<file path="src/rtl/icache_data_sram_refill_writer.sv">
// Write-port controller for the L1.5 icache data SRAM: line refills and full-array zero flush.
// Optional macro ICACHE_REFILL_CRITICAL_WORD_FIRST_EN starts each refill at the requested word offset.
module icache_data_sram_refill_writer #(
  parameter int unsigned NumWords  = 256,
  parameter int unsigned DataWidth = 128,
  parameter int unsigned LineBeats = 4
) (
  input  logic                         clk_i,
  input  logic                         rst_ni,
  input  logic                         flush_req_i,
  output logic                         flush_done_o,
  input  logic                         refill_req_valid_i,
  output logic                         refill_req_ready_o,
  input  logic [$clog2(NumWords)-1:0]  refill_req_addr_i,
  input  logic                         refill_data_valid_i,
  output logic                         refill_data_ready_o,
  input  logic [DataWidth-1:0]         refill_data_i,
  output logic                         refill_done_o,
  output logic                         busy_o,
  output logic                         sram_req_o,
  output logic                         sram_we_o,
  output logic [$clog2(NumWords)-1:0]  sram_addr_o,
  output logic [DataWidth-1:0]         sram_wdata_o,
  output logic [(DataWidth+7)/8-1:0]   sram_be_o,
  input  logic                         sram_gnt_i
);

  localparam int unsigned AddrWidth = $clog2(NumWords);
  localparam int unsigned BeatWidth = $clog2(LineBeats);
  localparam int unsigned BeWidth   = (DataWidth + 7) / 8;

  localparam logic [AddrWidth-1:0] LastWord  = AddrWidth'(NumWords - 1);
  localparam logic [AddrWidth-1:0] OffMask   = AddrWidth'(LineBeats - 1);
  localparam logic [BeatWidth-1:0] LastBeat  = BeatWidth'(LineBeats - 1);

  typedef enum logic [1:0] {
    StIdle   = 2'd0,
    StFlush  = 2'd1,
    StRefill = 2'd2
  } state_e;

  state_e                 state_q, state_d;
  logic [AddrWidth-1:0]   flush_cnt_q, flush_cnt_d;
  logic [AddrWidth-1:0]   line_base_q, line_base_d;
  logic [BeatWidth-1:0]   start_off_q, start_off_d;
  logic [BeatWidth-1:0]   beat_cnt_q, beat_cnt_d;
  logic                   flush_done_q, flush_done_d;
  logic                   refill_done_q, refill_done_d;
  logic [BeatWidth-1:0]   req_off;
  logic [BeatWidth-1:0]   beat_off;
  logic                   beat_accept;

`ifdef ICACHE_REFILL_CRITICAL_WORD_FIRST_EN
  assign req_off = refill_req_addr_i[BeatWidth-1:0];
`else
  assign req_off = '0;
`endif

  // Beat offset wraps naturally within the line through the BeatWidth-bit sum.
  assign beat_off    = start_off_q + beat_cnt_q;
  assign beat_accept = refill_data_valid_i & sram_gnt_i;

  // Next-state and port drive.
  always_comb begin
    state_d             = state_q;
    flush_cnt_d         = flush_cnt_q;
    line_base_d         = line_base_q;
    start_off_d         = start_off_q;
    beat_cnt_d          = beat_cnt_q;
    flush_done_d        = 1'b0;
    refill_done_d       = 1'b0;
    refill_req_ready_o  = 1'b0;
    refill_data_ready_o = 1'b0;
    sram_req_o          = 1'b0;
    sram_we_o           = 1'b0;
    sram_addr_o         = '0;
    sram_wdata_o        = '0;
    sram_be_o           = '0;

    unique case (state_q)
      StIdle: begin
        refill_req_ready_o = ~flush_req_i;
        if (flush_req_i) begin
          state_d     = StFlush;
          flush_cnt_d = '0;
        end else if (refill_req_valid_i) begin
          state_d     = StRefill;
          line_base_d = refill_req_addr_i & ~OffMask;
          start_off_d = req_off;
          beat_cnt_d  = '0;
        end
      end

      StFlush: begin
        sram_req_o  = 1'b1;
        sram_we_o   = 1'b1;
        sram_be_o   = {BeWidth{1'b1}};
        sram_addr_o = flush_cnt_q;
        if (sram_gnt_i) begin
          flush_cnt_d = flush_cnt_q + AddrWidth'(1);
          if (flush_cnt_q == LastWord) begin
            state_d      = StIdle;
            flush_done_d = 1'b1;
          end
        end
      end

      StRefill: begin
        sram_req_o          = refill_data_valid_i;
        refill_data_ready_o = beat_accept;
        sram_we_o           = 1'b1;
        sram_be_o           = {BeWidth{1'b1}};
        sram_wdata_o        = refill_data_i;
        sram_addr_o         = line_base_q | AddrWidth'(beat_off);
        if (beat_accept) begin
          beat_cnt_d = beat_cnt_q + BeatWidth'(1);
          if (beat_cnt_q == LastBeat) begin
            state_d       = StIdle;
            refill_done_d = 1'b1;
          end
        end
      end

      default: state_d = StIdle;
    endcase
  end

  always_ff @(posedge clk_i or negedge rst_ni) begin
    if (!rst_ni) begin
      state_q       <= StIdle;
      flush_cnt_q   <= '0;
      line_base_q   <= '0;
      start_off_q   <= '0;
      beat_cnt_q    <= '0;
      flush_done_q  <= 1'b0;
      refill_done_q <= 1'b0;
    end else begin
      state_q       <= state_d;
      flush_cnt_q   <= flush_cnt_d;
      line_base_q   <= line_base_d;
      start_off_q   <= start_off_d;
      beat_cnt_q    <= beat_cnt_d;
      flush_done_q  <= flush_done_d;
      refill_done_q <= refill_done_d;
    end
  end

  assign busy_o        = (state_q != StIdle);
  assign flush_done_o  = flush_done_q;
  assign refill_done_o = refill_done_q;

endmodule

</file>
<file path="config.mk">
export PLATFORM = sky130hd
export DESIGN_NAME = icache_data_sram_refill_writer
export DESIGN_NICKNAME = d
export VERILOG_FILES = /design/src/rtl/icache_data_sram_refill_writer.sv
export SDC_FILE = /design/constraint.sdc
export NUM_CORES = 1
export LEC_CHECK = 0
export CAP_MARGIN = 20
export CELL_PAD_IN_SITES_DETAIL_PLACEMENT = 0
export CELL_PAD_IN_SITES_GLOBAL_PLACEMENT = 1
export CORE_MARGIN = 4
export CORE_UTILIZATION = 16
export CTS_CLUSTER_DIAMETER = 80
export CTS_CLUSTER_SIZE = 8
export DETAILED_ROUTE_END_ITERATION = 8
export PLACE_DENSITY = 0.95
export SLEW_MARGIN = 20
export SYNTH_ARGS = -nofsm -noshare
export SYNTH_HDL_FRONTEND = slang
export SYNTH_SLANG_ARGS = --single-unit
</file>
<file path="constraint.sdc">
create_clock -name clk_i -period 4.5 [get_ports clk_i]
set_clock_uncertainty 0.2 [all_clocks]
set_input_delay 0.9 -clock clk_i [delete_from_list [all_inputs] [get_ports clk_i]]
set_output_delay 0.9 -clock clk_i [all_outputs]
set_load 0.05 [all_outputs]
</file>
* Yosys cells after proc, flatten, opt, wreduce, memory -nomap -nowiden
Index checks and enable logic that the tools add are counted.
** Storage, ports and cells
- Register bits after elaboration :: 20
- Input bits :: 142
- Output and inout bits :: 159
- Logic and storage cells :: 59
** Operators by class
- Add/subtract/negate cells :: 2
- Equal/unequal tests :: 12
- Mux-type cells :: 27
- Bitwise gates (word level) :: 3
- Reductions and logical operators :: 9
** Operators with widths (number)
- $mux W128 :: 1
- $pmux W8 S2 :: 2
- $mux W2 :: 9
- $mux W16 :: 1
- $mux W8 :: 2
- $ne A2 B2 Y1 const B :: 7
- $mux W1 :: 9
- $add A8 B1 Y8 const B :: 1
- $eq A8 B8 Y1 const B :: 1
- $or A8 B2 Y8 :: 1
- $pmux W2 S3 :: 1
- $reduce_and A3 Y1 :: 2
- $reduce_bool A2 Y1 :: 3
- $reduce_and A5 Y1 :: 1
- $eq A2 B2 Y1 const B :: 2
- $pmux W2 S2 :: 1
- $reduce_and A4 Y1 :: 1
- $ne A3 B3 Y1 const B :: 1
- $add A2 B1 Y2 const B :: 1
- $eq A2 B1 Y1 const B :: 1
- $logic_not A2 Y1 :: 1
- $pmux W1 S2 :: 1
- $reduce_or A2 Y1 :: 1
- $and A1 B1 Y1 :: 1
- $not A1 Y1 :: 1

* Depth between registers and ports, before layout
- Word-level depth :: 4
- Depth in mapped cells :: 8
- Depth with buffers taken out :: 7

* Least setup slack after synthesis
Ideal clock, no wire load.
- Path type :: reg-to-output
- Start :: reg state_q[0]
- End :: out sram_addr_o[2]
- Data arrival time :: 2.492 ns
- Data required time :: 3.400 ns
- Slack :: 0.908 ns
- Stages on the path, launching flop included :: 4
- Buffers on the path :: 0
- Cell sequence :: dfrtp_1 > inv_1 > ha_1 > a21boi_0
** Between the ends
- Cells in the longest elaborated chain, start to end :: 2
- Elaborated cells on any way between the ends :: 3
- Those cells by class :: 2 x eq/ne; 1 x mux
** Ends and longest elaborated chain
- from (decl) :: RTL line 42 : state_e state_q, state_d;
- from (signal assigned) :: RTL line 130 : state_q <= StIdle;
- from (signal assigned) :: RTL line 138 : state_q <= state_d;
- $eq A2 B2 Y1 / $eq A2 B1 Y1 (equally long branches) :: RTL line 80 : unique case (state_q)
- $pmux W8 S2 * :: RTL line 80
- to (decl) :: RTL line 22 : output logic [$clog2(NumWords)-1:0] sram_addr_o,
Mark *: on every way between the ends. The rest lies on a longest branch, timed or not.

* Worst setup path in the final report
- Start :: reg state_q[0]
- End :: out sram_wdata_o[67]
** Between the ends
- Cells in the longest elaborated chain, start to end :: 2
** Ends and longest elaborated chain
- $eq A2 B2 Y1 :: RTL line 80
- $mux W128 :: RTL line 80
- to (decl) :: RTL line 23 : output logic [DataWidth-1:0] sram_wdata_o,
No other way between the ends.

==> results.json <==
{
  "yosys.area.top_type": "and2_1",
  "cts.hold.buffers_added": 0,
  "placed_area_um2": 5199,
  "clk_pin_slew_worst_paths_ps": 50,
  "layout-drive-gt1-share": 0.03063,
  "p_leak_nw": 2.004,
  "switching_share": 0.6023,
  "cts_resized": 0,
  "core_area_um2": 13240,
  "ys.flop_type": "dfrtp_1",
  "hold_violations": 0,
  "hpwl_um": 9257,
  "cts_setup_buffers": 0,
  "grt_pass1_wl_um": 16510,
  "ys_top_cells_by_area": "and2_1, dfrtp_1, buf_4",
  "path_class": "flip-flop to output pin",
  "grt_max_degree": 81,
  "cts-buffers-inserted": 3,
  "fmax_mhz": 257.1,
  "drv_cap": 0,
  "arrival_ps": 2790,
  "status": "finished, final reports clean",
  "clockRootBuffer": "clkbuf_16",
  "seq_power_share": 0.078,
  "drt_first_pass_iters": 5,
  "power.density_nw_per_um2": 643.9,
  "net-switching-power_mw": 2.051,
  "power_frac_clock": 0.059,
  "die_w_um": 124.3,
  "drt_iter0_markers": 130,
  "avgRoutedWirePerCell_um": 14.83,
  "slowest_delay_ps": 820,
  "cp_data_required_time_ps": 3400,
  "nets": 703,
  "layout.cells.most_common_list": "clkdlybuf4s50_1, and2_1, dfrtp_1, a21oi_1, nand2_1",
  "synthToLayoutAreaGrowth_pct": 144.3,
  "slew_headroom": 0.3972,
  "clock_sinks": 20,
  "grt-ovfl-total": 0,
  "syn_area_um2": 2165,
  "hold_path.class": "flip-flop to flip-flop",
  "cts.path.max_buffers": 2,
  "worstSkewPairLatency_ps": 250,
  "finalMaxSlewViolations": 0,
  "setup_viol": 0,
  "stdcell_area_um2": 5288,
  "layout_commonest_cell": "clkdlybuf4s50_1",
  "htree_num_levels": 1,
  "path_delay_family": "buffers and inverters",
  "tritoncts": "yes",
  "start_util": 0.1635,
  "num_vias": 2979,
  "ys_seq_elements": 20,
  "min_period_ps": 3890,
  "die_y_um": 124.3,
  "synthCells": 286,
  "antenna_found_initial": 0,
  "pin_count": 301,
  "grt_pass1_vias": 3029,
  "die_area_um2": 15450,
  "slowest_stage": "clkdlybuf4s50_1",
  "grt_usage": 0.1286,
  "tightest_slew_ps": 901.3,
  "ys_warn_count": 0,
  "numPortBuffers": 298,
  "comb_power_share": 0.863,
  "synth-seq-area-share": 0.2312,
  "intPower_mw": 1.354,
  "async_reset_ff_frac": 1.000,
  "synth_edf_count": 0,
  "avgSynthCellArea_um2": 7.568,
  "ir_drop_v": 0.0002962,
  "wirelength_um": 10840,
  "yosysUniqueCellTypes": 34,
  "drc": 0,
  "tns_ps": 0,
  "num_rows": 42,
  "fin_crit_sh": 0.8645,
  "via_per_inst": 4.075,
  "final_antenna_net_count": 0,
  "rsz0062_at_grt": "false",
  "cp_max_fo": 80,
  "cp-end-kind": "output pin",
  "path_cells": "inv_1 -> ha_4 -> buf_4 -> and2_1 -> clkdlybuf4s50_1",
  "synth_nets": 433,
  "crit_buf_inv": 3,
  "antenna_cells": 0,
  "cp-start-kind": "flip-flop",
  "gp_congestion": 0.8391,
  "synth.top_cell.area_share": 0.3757
}
## power by group through the flow
| stage | logic [mW] | clock network (mW) | registers, mW |
|---|---|---|---|
| floorplan | 2.12 | 0 | 0.255 |
| global placement | 2.94 | 0 | 0.263 |
| detailed placement | 2.96 | 0 | 0.268 |
| CTS | 2.97 | 0.202 | 0.265 |
| global route | 3.07 | 0.209 | 0.272 |
| finish | 2.94 | 0.200 | 0.265 |
## per-stage QoR
stage                     hold WS, ps  cells  power [mW]  worst slack, ps  utilization
final                           312.1    731       3.405            609.8       0.3993
after global placement          291.4    727       3.204            711.4       0.3926
after global routing            328.6    731       3.556            366.7       0.3993
after detailed placement        301.2    727       3.225            681.2       0.3926
after CTS                       313.5    731       3.433            567.6       0.3993
after floorplan                 279.8    286       2.374            908.1            -
## cells in the mapped netlist (all sizes together) (3+ instances only)
cell type,count
ha,5
nand2,9
nand2b,3
mux2,7
a21oi,10
o21ai,7
nor3,4
clkbuf,17
nor2,5
inv,8
nand4,4
and2,130
nor2b,8
or3,5
dfrtp,20
mux2i,3
buf,18
a22oi,7
nand3,5
## worst paths after layout
check	startpoint	to	slack, ps	cells after the start
worst max register to register	state_q[1]	flush_cnt_q[7]	2220	6
min in group asynchronous	rst_ni	line_base_q[5]	960	1
worst max-delay path	state_q[0]	sram_wdata_o[67]	610	5
worst min-delay path	line_base_q[3]	line_base_q[3]	310	1
worst min register to register	line_base_q[3]	line_base_q[3]	310	1
max in group asynchronous	rst_ni	state_q[1]	2590	1
## routing by layer
| layer | global-route usage | routed length (µm) | up-vias | share of wire |
|---|---|---|---|---|
| li1 | - | - | 1445 | - |
| met1 | 0.1411 | 4027 | 1340 | 0.37 |
| met2 | 0.2328 | 5489 | 176 | 0.51 |
| met3 | 0.05060 | 1115 | 18 | 0.10 |
| met4 | 0.02901 | 210 | 0 | 0.019 |
| met5 | 0 | 0 | - | 0 |
## logic make-up after synthesis
kind of cell / count (synthesis) / synth area share
adders and majority gates: 5 / 0.02890
muxes: 10 / 0.05202
AOI/OAI and AO/OA: 30 / 0.08555
xor gates and xnor gates: 1 / 0.004047
DFF: 20 / 0.2312
buffers and inverters: 43 / 0.1046
and+or+nand+nor: 177 / 0.4936
## area by class of cell
cell class,instances,area (µm²)
clock buffer,4,88.84
fill,1296,7955
inverter,8,30.03
multi-input combinational,223,1450
sequential,20,500.5
tap,176,220.2
timing repair buffer,300,2998
## registers in the layout, summed over array words and instances (netlist names)
name / count
flush_cnt_q: 8
refill_done_o: 1
beat_cnt_q: 2
flush_done_o: 1
state_q: 2
line_base_q: 6
No activity file was read; power rests on OpenSTA's default activity.
